[src/rtl/bram_port_ctrl.sv]
// ---------------------------------------------------------------------------
// bram_port_ctrl
//   Fabric-side initiator for the 1 KB dual-port BlockRAM primitive.
//   Converts independent valid/ready write and read request channels into
//   the RAM's packed pin encoding. Write data, write-address lane bits,
//   dynamic write enable and read-address lane bits all share the RAM's
//   32-bit write-data bus. Read data is captured after the fixed RAM latency
//   and held in a first-word-fall-through response FIFO. Reads are only
//   issued while a FIFO slot is guaranteed, so the FIFO cannot overflow.
//
// Optional feature (compile-time macro BRAM_WR_BYPASS_EN):
//   defined   - a read that hits the address being written in the same cycle
//               is accepted anyway; the write data travels with the read
//               token and replaces the RAM output when the response is stored.
//   undefined - such a read is held off for one cycle and issues afterwards.
//
// Ports:
//   clk, rst                   clock; synchronous active-high reset
//   wr_valid/wr_ready          write request handshake
//   wr_addr[9:0], wr_data[15:0] write address / data
//   rd_valid/rd_ready          read request handshake
//   rd_addr[9:0]               read address
//   rsp_valid/rsp_ready        response handshake
//   rsp_data[15:0]             response data (zero-extended when MODE=2)
//   ram_wr_addr[7:0]           RAM write-port row address
//   ram_rd_addr[7:0]           RAM read-port row address
//   ram_wr_data[31:0]          packed RAM write bus
//   ram_rd_data[31:0]          RAM read data, lane already selected
// ---------------------------------------------------------------------------
module bram_port_ctrl #(
  parameter int MODE          = 1,
  parameter int RD_REG        = 0,
  parameter int RSP_DEPTH     = 4,
  parameter int READ_MSB_POS  = 24,
  parameter int WRITE_MSB_POS = 16,
  parameter int WE_POS        = 20
) (
  input  logic        clk,
  input  logic        rst,
  input  logic        wr_valid,
  output logic        wr_ready,
  input  logic [9:0]  wr_addr,
  input  logic [15:0] wr_data,
  input  logic        rd_valid,
  output logic        rd_ready,
  input  logic [9:0]  rd_addr,
  output logic        rsp_valid,
  input  logic        rsp_ready,
  output logic [15:0] rsp_data,
  output logic [7:0]  ram_wr_addr,
  output logic [7:0]  ram_rd_addr,
  output logic [31:0] ram_wr_data,
  input  logic [31:0] ram_rd_data
);

  localparam int LAT = RD_REG + 1;          // read-token pipeline stages
  localparam int PW  = $clog2(RSP_DEPTH);   // FIFO pointer width

  function automatic logic [7:0] row_of(input logic [9:0] a);
    return (MODE == 1) ? a[8:1] : a[9:2];
  endfunction

  function automatic logic [1:0] lane_of(input logic [9:0] a);
    return (MODE == 1) ? {1'b0, a[0]} : a[1:0];
  endfunction

  // Narrow a 16-bit word to the configured port width.
  function automatic logic [15:0] port_word(input logic [15:0] d);
    return (MODE == 1) ? d : {8'h00, d[7:0]};
  endfunction

  logic            wr_fire, rd_fire, collision, same_addr;
  logic            push, pop;
  logic [15:0]     push_data;
  logic [LAT-1:0]  tok;
  logic [PW:0]     occ;
  logic [PW+1:0]   infl, used;
  logic [PW-1:0]   wptr, rptr;
  logic [15:0]     fifo [RSP_DEPTH];

  // Upper RAM read lanes carry nothing this block needs.
  logic unused_rd_hi;
  assign unused_rd_hi = ^ram_rd_data[31:16];

  // ---------------- request side ----------------
  assign same_addr = (MODE == 1) ? (wr_addr[8:0] == rd_addr[8:0]) : (wr_addr == rd_addr);
  assign collision = wr_valid && rd_valid && same_addr;

  // Credits cover both stored responses and reads still inside the RAM.
  always_comb begin
    // NOTE: blocking assignments are correct here; this is combinational
    // logic and every output gets a default before any conditional update.
    infl = '0;
    for (int i = 0; i < LAT; i++) infl = infl + (PW+2)'(tok[i]);
  end
  assign used = {1'b0, occ} + infl;

  assign wr_ready = !rst;
`ifdef BRAM_WR_BYPASS_EN
  assign rd_ready = !rst && (used < (PW+2)'(RSP_DEPTH));
`else
  assign rd_ready = !rst && (used < (PW+2)'(RSP_DEPTH)) && !collision;
`endif
  assign wr_fire = wr_valid && wr_ready;
  assign rd_fire = rd_valid && rd_ready;

  assign ram_wr_addr = row_of(wr_addr);
  assign ram_rd_addr = row_of(rd_addr);

  always_comb begin
    ram_wr_data                        = '0;
    ram_wr_data[15:0]                  = port_word(wr_data);
    ram_wr_data[WRITE_MSB_POS +: 2]    = lane_of(wr_addr);
    ram_wr_data[READ_MSB_POS +: 2]     = lane_of(rd_addr);
    ram_wr_data[WE_POS]                = wr_fire;
  end

  // ---------------- read latency tracking ----------------
  // tok[LAT-1] marks the edge at which ram_rd_data holds the response.
  always_ff @(posedge clk) begin
    // NOTE: sequential state uses non-blocking assignments so every
    // register samples pre-edge values regardless of statement order.
    if (rst) begin
      tok <= '0;
    end else begin
      tok[0] <= rd_fire;
      for (int i = 1; i < LAT; i++) tok[i] <= tok[i-1];
    end
  end

`ifdef BRAM_WR_BYPASS_EN
  // Write data rides alongside the read token so a colliding read returns
  // the value written in the same cycle.
  logic [LAT-1:0] byp_hit;
  logic [15:0]    byp_dat [LAT];

  always_ff @(posedge clk) begin
    byp_hit[0] <= rd_fire && collision;
    byp_dat[0] <= port_word(wr_data);
    for (int i = 1; i < LAT; i++) begin
      byp_hit[i] <= byp_hit[i-1];
      byp_dat[i] <= byp_dat[i-1];
    end
  end
`endif

  always_comb begin
    push_data = port_word(ram_rd_data[15:0]);
`ifdef BRAM_WR_BYPASS_EN
    if (byp_hit[LAT-1]) push_data = byp_dat[LAT-1];
`endif
  end

  // ---------------- response FIFO (first-word fall-through) ----------------
  assign push      = tok[LAT-1];
  assign rsp_valid = (occ != '0);
  assign rsp_data  = fifo[rptr];
  assign pop       = rsp_valid && rsp_ready;

  always_ff @(posedge clk) begin
    if (rst) begin
      wptr <= '0;
      rptr <= '0;
      occ  <= '0;
    end else begin
      if (push) wptr <= wptr + 1'b1;
      if (pop)  rptr <= rptr + 1'b1;
      case ({push, pop})
        2'b10:   occ <= occ + 1'b1;
        2'b01:   occ <= occ - 1'b1;
        default: ;
      endcase
    end
  end

  // NOTE: FIFO storage is deliberately not reset; occupancy and pointers
  // decide what is valid, so clearing the array would only cost logic.
  always_ff @(posedge clk) begin
    if (push) fifo[wptr] <= push_data;
  end

endmodule

[config.mk]
export PLATFORM = sky130hd
export DESIGN_NAME = bram_port_ctrl
export DESIGN_NICKNAME = d
export VERILOG_FILES = /design/src/rtl/bram_port_ctrl.sv
export SDC_FILE = /design/constraint.sdc
export NUM_CORES = 1
export LEC_CHECK = 0
export CAP_MARGIN = 10
export CORE_AREA = 2 2 91 93
export DETAILED_ROUTE_END_ITERATION = 10
export DIE_AREA = 0 0 93 95
export GPL_ROUTABILITY_DRIVEN = 0
export PLACE_DENSITY = 0.85
export SYNTH_ARGS = -nofsm -noshare
export SYNTH_HDL_FRONTEND = slang
export SYNTH_SLANG_ARGS = --single-unit
[constraint.sdc]
create_clock -name clk -period 2.4 [get_ports clk]
set_input_delay 0.6 -clock clk [delete_from_list [all_inputs] [get_ports clk]]
set_output_delay 0.6 -clock clk [all_outputs]
set_load 0.1 [all_outputs]
Yosys cells after proc, flatten, opt, wreduce, memory -nomap -nowiden
Memories as Yosys holds them, arrays and structs flattened. A register that Yosys moved wholly into a read port is not among the register bits.
Index checks and enable logic that the tools add are counted.
{ "totals": {"ff_bits": 8, "ramBits": 64, "in_bits": 73, "output_inout_bits": 67, "wordCells": 30, "mem_count": 1} }
{ "classes": {"add_sub_neg": 5, "magnitude_cmp": 1, "n_eq_ne": 3, "muxes": 5, "reduce_logical": 11} }
{ "mem_list": {"columns": ["memory", "depth", "width", "rd", "rd_ports_with_merged_regs", "write_ports", "line_no", "source"], "rows": [
  ["fifo", 4, 16, 1, 1, 1, "79", "logic [15:0] fifo [RSP_DEPTH];"]
]} }
{ "ops": {"columns": ["operator", "count"], "rows": [
  ["$eq A9 B9 Y1", 1],
  ["$logic_and A1 B1 Y1", 7],
  ["$pmux W3 S2", 1],
  ["$add A2 B1 Y2 const B", 2],
  ["$add A3 B1 Y4", 1],
  ["$lt A4 B3 Y1 const B", 1],
  ["$mux W2", 2],
  ["$add A3 B1 Y3 const B", 1],
  ["$reduce_bool A3 Y1", 1],
  ["$sub A3 B1 Y3 const B", 1],
  ["$eq A2 B1 Y1 const B", 1],
  ["$eq A2 B2 Y1 const B", 1],
  ["$logic_not A1 Y1", 2],
  ["$mux W1", 2],
  ["$reduce_bool A2 Y1", 1]
]} }

Longest topological paths before layout
Gate-level depths: netlist of run 1.
{ "logic_depth": {"depth_word": 5, "ltp_mapped": 7, "depth_no_buf": 7} }

Worst setup path after synthesis of run 1
No wires, ideal clock.
{ "synth_path": {"kind": "input to output", "startpoint": "input rst", "endpoint": "output rd_ready", "arrival_time_ps": 3715, "required_time_ps": 1800, "slack_ps": -1915, "stages": 2, "path_buffers": 1, "cell_sequence": "clkbuf_1 > nor4_1"} }
{ "synth_between": {"elab_chain_len": 3} }
{ "synth_rtl": {"columns": ["element", "line_no", "source"], "rows": [
  ["from (decl)", "39", "input logic rst,"],
  ["$logic_not A1 Y1", "102", "assign rd_ready = !rst && (used < (PW+2)'(RSP_DEPTH)) && !collision;"],
  ["$logic_and A1 B1 Y1 (2 in series)", "102", null],
  ["to (decl)", "45", "output logic rd_ready,"]
]} }
Every way passes these cells.

==> results of run 1 <==
-- worst paths after layout --
check	slack [ps]	from	end
hold / removal	550	occ[1]$_SDFFE_PP0P_	occ[1]$_SDFFE_PP0P_
setup reg to reg	430	occ[2]$_SDFFE_PP0P_	occ[2]$_SDFFE_PP0P_
setup / recovery	70	flop	rsp_data[13]
hold reg to reg	550	occ[1]$_SDFFE_PP0P_	occ[1]$_SDFFE_PP0P_
-- synth_stat cells, types with 2 or more instances --
| cell | count | share of area (%) |
|---|---|---|
| edfxtp_1 | 64 | 58 |
| buf_4 | 48 | 11 |
| xnor2_1 | 11 | 2.9 |
| dfxtp_1 | 10 | 6.1 |
| mux4_2 | 10 | 6.8 |
| nor2_1 | 9 | 1.0 |
| inv_1 | 7 | 0.80 |
| mux4_1 | 6 | 4.8 |
| ha_1 | 5 | 1.9 |
| and2_1 | 4 | 0.76 |
| xor2_1 | 3 | 0.80 |
| a21oi_1 | 2 | 0.30 |
| buf_2 | 2 | 0.30 |
| nand4_1 | 2 | 0.38 |
| nor3_1 | 2 | 0.30 |
| or3_1 | 2 | 0.38 |
-- worst max-delay path, stage by stage (launching register included) --
cell,delay [ps]
dfxtp_1,370
buf_8,190
mux4_1,630
buf_12,200
-- flip-flops by register name, summed over array words and instances, names as in the netlist, named ones only --
| signal | flops |
|---|---|
| fifo | 64 |
| occ | 3 |
| rptr | 2 |
| wptr | 2 |
| push | 1 |
-- logic make-up (layout without fill, tap and decap cells) --
logic type | after synthesis | in the layout | synth area share, %
buffers and inverters | 60 | 128 | 13.1
and+or+nand+nor | 24 | 24 | 3.79
AOI/OAI and AO/OA | 4 | 4 | 0.719
xor gates and xnor gates | 14 | 14 | 3.71
DFF | 74 | 74 | 64.2
adders and majority gates | 6 | 6 | 2.50
muxes | 17 | 17 | 11.9
other | 1 | 13 | 0.113
-- per-layer routing --
layer | wire [um] | share of wire, % | global-route usage [%]
met5 | 0 | 0 | 0
met4 | 145 | 2.5 | 7.48
met3 | 478 | 8.2 | 6.07
met2 | 2970 | 51 | 24.2
met1 | 2210 | 38 | 15.1
-- layout make-up --
type	instances	area (um^2)
fill	601	3300
clock inverter	7	83.8
timing repair buffer	105	1330
clock buffer	9	124
sequential	74	2120
inverter	7	26.3
tap	105	131
multi-input combinational	78	807
-- cell usage in the layout (no fill, tap or decap), types with 2 or more instances in the layout --
cell type	count
mux4_1	2
nor2_1	9
or3_1	2
mux4_2	14
inv_6	4
clkdlybuf4s50_1	20
nand4_1	2
a21oi_1	2
dfxtp_1	10
buf_4	29
conb_1	13
and2_1	4
buf_12	37
inv_1	7
clkbuf_8	9
ha_1	5
xnor2_1	11
edfxtp_1	64
xor2_1	3
dlygate4sd2_1	18
-- per-stage QoR --
step                utilization, %  setup TNS (ps)  instance area (um^2)  hold WS (ps)  instances
floorplan                        -           -42.0                  3390           485        212
global placement              56.0            -143                  4440           507        369
detailed placement            56.0            -229                  4440           536        369
CTS                           58.5               0                  4640           557        385
global route                  58.3           -49.6                  4630           581        385
finish                        58.3               0                  4630           546        385
-- where the power goes --
group	internal, uW	switching (uW)
combinational	833	1450
sequential	1480	50.3
clock	501	486
total	2820	1980
-- what timing repair did --
action	4_1_cts	5_1_grt
gates resized for setup	20	5
hold endpoints to repair	0	0
buffers inserted	0	0
pin swaps	5	1
endpoints found under the setup margin	7	7
==> out/qor.yml, run 1 <==
sta:
  worst_slack_ps: 70.7
  slew_violations: 0
  fmax_mhz: 429
  skew_ps: 7.44
  slew_headroom_pct: 43.7
  worst_pin_slew_ps: 844
  setup_viol: 0
  rsz0062_at_grt: "yes"
  period_share_pct: 97.1
  period_needed_ps: 2330
  finalHoldViolCount: 0
global_route:
  grt_usage_pct: 14.2
  grt.overflow.total: 0
  grt_pass1_vias: 1921
  grt_pass1_wl_mm: 9.24
  grt_start_max_net_pins: 17
  antenna_found_initial: 0
setup_path:
  cp-start-kind: "flop"
  critPathCaptureType: "primary output"
  path_class: "flop to primary output"
  critPathMaxFanout: 12
  worstPathRequired_ps: 1800
  worstPathArrival_ps: 1730
  reg2regPathDepth: 7
finish:
  antennaDiodeCount: 0
  drive_gt1_share_pct: 35.4
  fin_nets: 354
  syn_to_final_growth_pct: 40.0
hold_path:
  holdPathStages: 2
  hp-class: "flop to flop"
power_and_ir_drop:
  ir_worst_vdd_mv: 0.436
  power_density_nw_per_um2: 1040
  leakagePower_uw: 0.00173
  finalPower_uw: 4800
routing:
  drt_iter0_drc: 70
  vias: 1786
  viasPerCell: 4.64
  drc_errors: 0
  dr.pass1.iters: 4
  ant_nets: 0
  routed_wl_mm: 5.80
  wl_per_cell_um: 15.1
floorplanning:
  die_y_um: 95
  die-area_um2: 8840
  coreArea_um2: 7930
  fp.dieW_um: 93
  start_util_pct: 41.7
  boundaryPins: 140
  fp-row-count: 33
logic_synthesis:
  netlist_area_um2: 3300
  synth_ff_type: "edfxtp_1"
  syn_avg_cell_area_um2: 16.5
  synthArstFlopShare_pct: 0
  netlist_instances: 200
  synth_warnings: 0
  post_synth_num_cell_types: 29
  seq_area_frac_synth_pct: 64.2
  ys_ff_latch: 74
  synth-edff-count: 64
outcome:
  status: "finished clean"
job:
  cap_violations: 0
cts:
  clk_path_buf_depth: 2
  insertion_delay_ps: 350
  cts_tree: "done"
  cts_hold_buf: 0
  clock-sinks: 74
  clockRootBuffer: "clkbuf_8"
  cts_max_level: 3
  cts_inserted_buffers: 9
  clk_pin_slew_worst_paths_ps: 80
placement:
  pre_cts_ws_ps: -126
  portBuffers: 76
  dp_hpwl_mm: 4.17
Power figures use the tool's default switching activity.
==> run 2: changes to the inputs <==
Settings changed: CORE_AREA 2 2 91 93 to 2 2 97 99, DIE_AREA 0 0 93 95 to 0 0 99 101, PLACE_DENSITY 0.85 to 0.79.
Clock period 2.4 ns to 1.89 ns, I/O delays scaled along.
==> run 2 against run 1 <==
Effect of this change: the run now ends with setup timing left; die area grew 13%; critical path depth is the same; clock skew is essentially flat; clock-buffer cell count is the same; largest power group unchanged.
==> out/qor.yml, run 2 (synthesis results as in run 1) <==
routing:
  wl_per_cell_um: 15.4
  dr.pass1.iters: 4
  routed_wl_mm: 6.08
  drc_errors: 0
  drt_iter0_drc: 66
  ant_nets: 0
  vias: 1831
  viasPerCell: 4.62
floorplanning:
  fp-row-count: 35
  boundaryPins: 140
  die_y_um: 101
  start_util_pct: 36.8
  fp.dieW_um: 99
  die-area_um2: 10000
  coreArea_um2: 8980
finish:
  antennaDiodeCount: 0
  seq_area_um2: 2130
  layout_commonest_cell: "edfxtp_1"
  drive_gt1_share_pct: 40.7
  final_util_pct: 52.5
  multi_input_area_um2: 828
  fin_nets: 360
  syn_to_final_growth_pct: 42.6
  largest_reg_flops: 64
  fill_cells: 730
  largest_registers: "fifo (64), occ (3)"
  final_cell_mix: "64 x edfxtp_1, 40 x buf_12, 31 x buf_4"
  regMostFlops: "fifo"
setup_path:
  critPathCaptureType: "primary output"
  worstPathArrival_ps: 1650
  critPathMaxFanout: 8
  path_class: "flop to primary output"
  worstPathRequired_ps: 1420
  cp-start-kind: "flop"
sta:
  finalHoldViolCount: 0
  fin_hold_ws_ps: 515
  slew_headroom_pct: 43.0
  rsz0062_at_grt: "yes"
  period_needed_ps: 2120
  setup_viol: 17
  worst_pin_slew_ps: 856
  slew_violations: 0
  worst_slack_ps: -228
  fmax_mhz: 472
  period_share_pct: 112
  skew_ps: 7.64
power_and_ir_drop:
  power_density_nw_per_um2: 1290
  ir_worst_vdd_mv: 0.621
  leakagePower_uw: 0.00175
  finalPower_uw: 6070
hold_path:
  hp-class: "flop to flop"
placement:
  dp_hpwl_mm: 4.28
  portBuffers: 76
cts:
  cts_max_level: 3
  clock-sinks: 74
  cts_hold_buf: 0
  insertion_delay_ps: 340
  clk_pin_slew_worst_paths_ps: 70
  cts_tree: "done"
  clk_path_buf_depth: 2
  clockRootBuffer: "clkbuf_8"
  cts_inserted_buffers: 9
global_route:
  grt_pass1_wl_mm: 9.58
  grt.overflow.total: 0
  antenna_found_initial: 0
  grt_usage_pct: 12.7
  grt_start_max_net_pins: 17
  grt_pass1_vias: 1982
outcome:
  violations: "setup timing"
  status: "finished with violations"
job:
  cap_violations: 0
## run 2: cell count changes in the layout (fill, tap and decap cells not counted), sizes merged
cell | previous run | this run
buf | 67 | 73
clkinv | 0 | 5
inv | 12 | 7
clkdlybuf4s50 | 20 | 18
dlygate4sd2 | 18 | 20
bufinv | 1 | 0
## run 2: power by group
part / leakage [uW] / switching (uW) / total [uW] / internal, uW
clock: 0.0000823 / 541 / 1000 / 459
sequential: 0.000665 / 72.1 / 1970 / 1900
combinational: 0.00101 / 1890 / 3090 / 1210
total: 0.00175 / 2500 / 6070 / 3570
## run 2: cell type report
class	instances	share of cell area [%]
clock buffers	9	2.63
clock inverters	6	0.744
multi-input cells	78	17.6
repair buffers	111	30.3
flip-flops and latches	74	45.2
well taps	111	2.95
inverters	7	0.558
## run 2: final timing paths
path / startpoint / endpoint / slack, ps / cells past startpoint
min reg2reg: occ[1]$_SDFFE_PP0P_ / occ[1]$_SDFFE_PP0P_ / 520 / 2
max: flop / rsp_data[9] / -230 / 3
max reg2reg: occ[1]$_SDFFE_PP0P_ / occ[2]$_SDFFE_PP0P_ / 60 / 7
min: occ[1]$_SDFFE_PP0P_ / occ[1]$_SDFFE_PP0P_ / 520 / 2
## run 2: per-layer routing
layer	up-vias	share of wire [%]	track usage (%)
li1	827	-	-
met1	878	37	13.4
met2	109	52	22.7
met3	17	9.0	4.51
met4	0	2.0	5.69
met5	-	0	0
## run 2: timing repair
| action | 4_1_cts | 5_1_grt |
|---|---|---|
| gates resized for setup | 30 | 6 |
| buffers inserted | 5 | 1 |
| setup endpoints to repair | 20 | 20 |
| cloned | 1 | 0 |
| pin swaps | 10 | 7 |
## run 2: worst max-delay path: stages (launching register included)
cell and delay [ps]:
dfxtp_4 390, buf_12 150, mux4_2 560, buf_12 190
## run 2: stage by stage
stage | instance area [um^2] | setup TNS (ps) | setup WS [ps] | cells
3_5_place_dp | 4460 | -1320 | -532 | 374
6_report | 4710 | -3310 | -228 | 396
2_1_floorplan | 3370 | -297 | -297 | 212
3_3_place_gp | 4460 | -1130 | -440 | 374
5_1_grt | 4710 | -4220 | -274 | 396
4_1_cts | 4680 | -3920 | -258 | 395
==> run 3: changes to the inputs <==
Settings changed: ABC_CLOCK_PERIOD_IN_PS set to 1890, CTS_CLUSTER_SIZE set to 25.
==> results of run 3 <==
The final DEF is identical to that of run 2; final timing and power are the same.
